## src/rtl/iq_correlator_pkg.sv

```systemverilog
// Shared definitions for the I/Q correlator: FSM encoding, output
// saturation limits and the 8-bit saturating helper.
package iq_correlator_pkg;

  typedef enum logic [1:0] {
    ST_IDLE = 2'd0,
    ST_SYNC = 2'd1,
    ST_RUN  = 2'd2
  } state_t;

  localparam int SAT_MAX = 127;
  localparam int SAT_MIN = -128;

  // Clamp a signed value into the signed 8-bit output range.
  function automatic logic signed [7:0] sat8(input int x);
    if (x > SAT_MAX)      return 8'(SAT_MAX);
    else if (x < SAT_MIN) return 8'(SAT_MIN);
    else                  return 8'(x);
  endfunction

endpackage

```

## src/rtl/iq_correlator_nco.sv

```systemverilog
// Square-wave quadrature NCO: phase accumulator advanced once per sample
// tick, with the top two phase bits decoded into +1/-1 LO signs.
module iq_nco
  import iq_correlator_pkg::*;
#(
  parameter int PHASE_W = 16
) (
  input  logic               clk,
  input  logic               rst,
  input  logic               clr,
  input  logic               tick,
  input  logic [PHASE_W-1:0] freq,
  output logic               lo_i,   // 1 = +1, 0 = -1
  output logic               lo_q    // 1 = +1, 0 = -1
);

  logic [PHASE_W-1:0] phase;
  logic [1:0]         qd;

  // Phase accumulator: cleared while idle, wraps naturally modulo 2^PHASE_W.
  always_ff @(posedge clk or negedge rst) begin
    if (!rst) begin
      phase <= '0;
    end else if (clr) begin
      phase <= '0;
    end else if (tick) begin
      phase <= phase + freq;
    end
  end

  // Quadrant decode: I is positive in quadrants 0 and 3, Q in 0 and 1.
  always_comb begin
    qd   = phase[PHASE_W-1:PHASE_W-2];
    lo_i = ~(qd[1] ^ qd[0]);
    lo_q = ~qd[1];
  end

endmodule

```

## src/rtl/iq_correlator.sv

```systemverilog
// Front-end I/Q correlator: synchronises the 1-bit comparator stream, mixes
// it with a quadrature square-wave LO and integrates 2^LOG2N samples per
// arm, emitting a saturated signed 8-bit I/Q pair with a 1-clock strobe.
module iq_correlator
  import iq_correlator_pkg::*;
#(
  parameter int PHASE_W = 16,
  parameter int DIV     = 4,
  parameter int LOG2N   = 10
) (
  input  logic                clk,
  input  logic                rst,
  input  logic                en,
  input  logic                sig,
  input  logic [PHASE_W-1:0]  freq,
  output logic signed [7:0]   i_value,
  output logic signed [7:0]   q_value,
  output logic                rdy,
  output logic                busy
);

  localparam int DIV_W = (DIV > 1) ? $clog2(DIV) : 1;
  localparam int ACC_W = LOG2N + 2;
  localparam int SHIFT = LOG2N - 7;

  localparam logic [DIV_W-1:0]        DIV_LAST = DIV_W'(DIV - 1);
  localparam logic signed [ACC_W-1:0] ACC_P1   = ACC_W'(1);
  localparam logic signed [ACC_W-1:0] ACC_M1   = '1;

  state_t state, state_nxt;

  logic                    sig_meta, sig_s;
  logic                    sync_cnt;
  logic [DIV_W-1:0]        div;
  logic [LOG2N-1:0]        cnt;
  logic signed [ACC_W-1:0] acc_i, acc_q;
  logic signed [ACC_W-1:0] delta_i, delta_q;
  logic signed [ACC_W-1:0] sum_i, sum_q;
  logic signed [ACC_W-1:0] scaled_i, scaled_q;
  logic                    lo_i, lo_q;
  logic                    clr, tick, block_end;

  assign busy      = (state != ST_IDLE);
  assign clr       = (state == ST_IDLE);
  assign tick      = (state == ST_RUN) && (div == DIV_LAST);
  assign block_end = tick && (cnt == '1);

  // Two-flop synchroniser for the asynchronous comparator bit.
  // NOTE: every clocked block uses non-blocking (<=) so flops all sample
  // pre-edge values; a blocking chain here would collapse into one flop.
  always_ff @(posedge clk or negedge rst) begin
    if (!rst) begin
      sig_meta <= 1'b0;
      sig_s    <= 1'b0;
    end else begin
      sig_meta <= sig;
      sig_s    <= sig_meta;
    end
  end

  // FSM state register.
  always_ff @(posedge clk or negedge rst) begin
    if (!rst) state <= ST_IDLE;
    else      state <= state_nxt;
  end

  // Next-state logic: IDLE -> SYNC (2 clocks) -> RUN, en low returns to IDLE.
  // NOTE: state_nxt is defaulted first so no path leaves it unassigned,
  // which would otherwise infer a latch.
  always_comb begin
    state_nxt = state;
    unique case (state)
      ST_IDLE: if (en) state_nxt = ST_SYNC;
      ST_SYNC: begin
        if (!en)          state_nxt = ST_IDLE;
        else if (sync_cnt) state_nxt = ST_RUN;
      end
      ST_RUN:  if (!en) state_nxt = ST_IDLE;
      default: state_nxt = ST_IDLE;
    endcase
  end

  // SYNC dwell counter and sample-tick divider.
  always_ff @(posedge clk or negedge rst) begin
    if (!rst) begin
      sync_cnt <= 1'b0;
      div      <= '0;
    end else begin
      sync_cnt <= (state == ST_SYNC) ? ~sync_cnt : 1'b0;
      if (state != ST_RUN) div <= '0;
      else if (tick)       div <= '0;
      else                 div <= div + DIV_W'(1);
    end
  end

  iq_nco #(.PHASE_W(PHASE_W)) u_nco (
    .clk  (clk),
    .rst  (rst),
    .clr  (clr),
    .tick (tick),
    .freq (freq),
    .lo_i (lo_i),
    .lo_q (lo_q)
  );

  // Mixer and integrator arithmetic: s*lo is +1 when the signs agree.
  always_comb begin
    delta_i  = (sig_s == lo_i) ? ACC_P1 : ACC_M1;
    delta_q  = (sig_s == lo_q) ? ACC_P1 : ACC_M1;
    sum_i    = acc_i + delta_i;
    sum_q    = acc_q + delta_q;
    scaled_i = sum_i >>> SHIFT;
    scaled_q = sum_q >>> SHIFT;
  end

  // Integrate per tick; on the last tick of a block, publish and restart
  // the block in the same edge so no sample is dropped.
  always_ff @(posedge clk or negedge rst) begin
    if (!rst) begin
      acc_i   <= '0;
      acc_q   <= '0;
      cnt     <= '0;
      i_value <= '0;
      q_value <= '0;
      rdy     <= 1'b0;
    end else begin
      rdy <= 1'b0;
      if (clr) begin
        acc_i <= '0;
        acc_q <= '0;
        cnt   <= '0;
      end else if (block_end) begin
        i_value <= sat8(int'(scaled_i));
        q_value <= sat8(int'(scaled_q));
        rdy     <= 1'b1;
        acc_i   <= '0;
        acc_q   <= '0;
        cnt     <= '0;
      end else if (tick) begin
        acc_i <= sum_i;
        acc_q <= sum_q;
        cnt   <= cnt + LOG2N'(1);
      end
    end
  end

endmodule

```

## config.mk

```make
export PLATFORM = sky130hd
export DESIGN_NAME = iq_correlator
export DESIGN_NICKNAME = d
export VERILOG_FILES = /design/src/rtl/iq_correlator_pkg.sv /design/src/rtl/iq_correlator_nco.sv /design/src/rtl/iq_correlator.sv
export SDC_FILE = /design/constraint.sdc
export NUM_CORES = 1
export LEC_CHECK = 0
export ABC_AREA = 1
export BUFFER_PORTS_ARGS = -buffer_cell sky130_fd_sc_hd__buf_2
export CAP_MARGIN = 20
export CORE_MARGIN = 2
export CORE_UTILIZATION = 60
export DETAILED_ROUTE_END_ITERATION = 8
export GPL_TIMING_DRIVEN = 0
export HOLD_SLACK_MARGIN = 0.12
export PLACE_DENSITY = 0.8
export SLEW_MARGIN = 20
export SYNTH_ARGS = -nofsm -noshare
export SYNTH_HDL_FRONTEND = slang
export SYNTH_SLANG_ARGS = --single-unit
```

## constraint.sdc

```tcl
create_clock -name clk -period 3.1 [get_ports clk]
set_input_delay 0.31 -clock clk [delete_from_list [all_inputs] [get_ports clk]]
set_output_delay 0.31 -clock clk [all_outputs]
set_load 0.01 [all_outputs]
```

==> metrics.yaml <==
period_needed_ns: 2.80
maxSlewHeadroom_pct: 75.2
synth-seq-area-share_pct: 38.0
drtAntennaViolNets: 0
path_cells: "inv_1, nand2_1, nand2_4, nand2_1, nand2_4, inv_1, fa_1, nand3b_1, nand3_1, nand2_1, nand2_1, nand3_1, nand2_1, a21oi_1"
slew_violations: 0
grt_pass1_vias: 4231
synthTopCellsByArea: "dfrtp_1 38%, nand2_1 15%, ha_1 9.8%"
status: "finished, final reports clean"
synth_top_area_share_pct: 38.0
track_usage_pct: 27.7
synth-seq-cells: 74
clk_path_buf_depth: 2
avgSynthCellArea_um2: 7.47
hold_class: "primary input to register"
drive_gt1_share_pct: 11.0
routabilityCongestion: 0.937
skew_ns: 0.0111
core_um2: 7810
max_stage_delay_ns: 0.44
synth_warnings: 0
fmax_mhz: 358
use_met3_pct: 3.21
via_count: 4478
clkSinkCount: 74
setup-violations-final: 0
clk_pin_slew_ns: 0.08
dr.pass1.iters: 5
grt_busiest_layer: "met2"
cts-root-buf: "clkbuf_8"
grt_max_degree: 51
cts_setup_buffers: 0
critical_path.slowest_cell: "fa_1"
syn_nets: 713
drc: 0
fp.dieH_um: 94.1
cpMostUsedCell: "nand2_1"
rows: 32
path_buf_inv: 2
pre_cts_slack_ns: -0.157
worst_ir_drop_vdd_mv: 0.330
grtUsageMet1_pct: 38.1
cts_buffers: 9
fp.dieW_um: 94.1
dieArea_um2: 8860
end_kind: "register"
layout.cells.most_common: "nand2_1"
cp_top_family: "simple AND/OR/NAND/NOR gates"
cts_tree: "yes"
synthCells: 652
hpwl_um: 8510
synth_top_cell_by_area: "dfrtp_1"
fin_nets: 764
grt_pass1_wl_um: 19200
grt_overflow: 0
htree_levels: 3
drt-total-wl_um: 11300
finalWorstSetupSlack_ns: 0.305
syn2layout_area_growth_pct: 12.2
worst_pin_slew_ns: 0.368
drt_first_iter_violations: 242
hold_viol: 0
cellPowerDensity_nw_per_um2: 398
pin_count: 38
num_antenna_cells: 0
drv_cap: 0
rsz0062_at_grt: "false"
worstSkewPairLatency_ns: 0.36
required_ns: 3.34
p_leak_nw: 3.05
critPathKind: "register to register"
initial_core_util_pct: 62.4
synth_area_um2: 4870
antenna_found_initial: 0
numPortBuffers: 37
whs_ns: 0.195
worst_setup_path_start_kind: "register"
ys_types: 36
avgRoutedWirePerCell_um: 14.0
met2_usage_pct: 45.9
vias_per_cell: 5.53
crit_fanout: 12
crit_arrival_ns: 3.03
mostFrequentLayoutCells: "199 x nand2_1, 75 x inv_1, 74 x dfrtp_1"
timing.final.crit_share_pct: 90.2
[logic make-up after synthesis]
family	Yosys count	synth area share (%)
buffers and inverters	87	7.14
AND/OR/NAND/NOR	318	27.4
XOR/XNOR	14	2.52
AO/OA/AOI/OAI	118	14.0
adder cells (fa/ha/maj)	41	11.0
flip-flops	74	38.0
[through the flow]
step | total power, mW | setup TNS (ns) | utilization (%) | cell area (um^2) | std cells
floorplan | 1.23 | 0 | - | 4870 | 652
global placement | 1.33 | -0.102 | 66.4 | 5180 | 791
detailed placement | 1.34 | -1.06 | 66.8 | 5220 | 792
CTS | 2.19 | 0 | 69.9 | 5460 | 810
global route | 2.27 | 0 | 70.0 | 5470 | 810
finish | 2.18 | 0 | 70.0 | 5470 | 810
[layout make-up]
| class | instances | area, um^2 |
|---|---|---|
| timing repair buffer | 40 | 235 |
| sequential | 74 | 1850 |
| multi-input combinational | 491 | 2690 |
| tap | 102 | 128 |
| inverter | 79 | 299 |
| clock buffer | 11 | 141 |
| buffer | 8 | 48.8 |
| clock inverter | 5 | 77.6 |
| fill | 651 | 2340 |
[metal layers]
metal	vias to the layer above	part of all wire [%]
li1	2247	-
met1	2095	47
met2	119	47
met3	17	4.7
met4	0	1.6
met5	-	0
[cells in the mapped netlist]
cell type	instances
nand3b_1	1
ha_1	38
a21o_1	1
a21boi_0	1
inv_1	75
a22o_1	12
fa_1	3
nand2_2	2
a21oi_4	1
nor2_2	1
inv_4	1
nand2_1	201
nand3_1	37
o21ai_0	38
buf_2	6
a31oi_1	2
inv_2	3
o32ai_1	1
o22ai_1	6
nand4_4	1
xnor2_1	4
o21bai_1	4
nand4_1	6
nor4_1	1
nand2_4	2
a21oi_1	47
dfrtp_1	74
xor2_1	10
buf_4	1
nor2_1	59
nor3_1	3
o21ai_1	3
a211oi_1	2
buf_6	1
nor2_4	3
nor3_2	1
[final timing paths]
kind / from / end / slack, ns / depth (start not counted)
setup / recovery: u_nco.phase[15] / i_value[3] / 0.30 / 14
setup reg to reg: u_nco.phase[15] / i_value[3] / 0.30 / 14
hold / removal: en / state[1] / 0.19 / 3
min in group asynchronous: rst / u_nco.phase[4] / 0.40 / 2
max in group asynchronous: rst / q_value[6] / 2.14 / 3
hold reg to reg: sig_meta / sig_s / 0.35 / 0
[power breakdown]
group / internal [mW] / switching [mW]
combinational: 0.108 / 0.231
sequential: 0.981 / 0.0101
clock: 0.473 / 0.373
[worst reg2reg max path, stage by stage, from the launching register on]
cell	delay (ns)
dfrtp_1	0.42
inv_1	0.11
nand2_1	0.13
nand2_4	0.19
nand2_1	0.14
nand2_4	0.18
inv_1	0.09
fa_1	0.44
nand3b_1	0.24
nand3_1	0.13
nand2_1	0.06
nand2_1	0.08
nand3_1	0.23
nand2_1	0.15
a21oi_1	0.08
[what timing repair did]
item	in CTS	in global routing
hold buffers	2	0
cloned	0	0
endpoints found under the setup margin	7	7
endpoints found under the hold margin	25	0
gates resized for setup	2	2
[sequential cells by signal (all words and copies together) (netlist names)]
register     cells
sync_cnt         1
sig_meta         1
i_value          8
acc_i           12
cnt             10
div              2
u_nco.phase     16
sig_s            1
q_value          8
acc_q           12
rdy              1
state            2
Note: power is estimated with default switching activity, not from simulation.
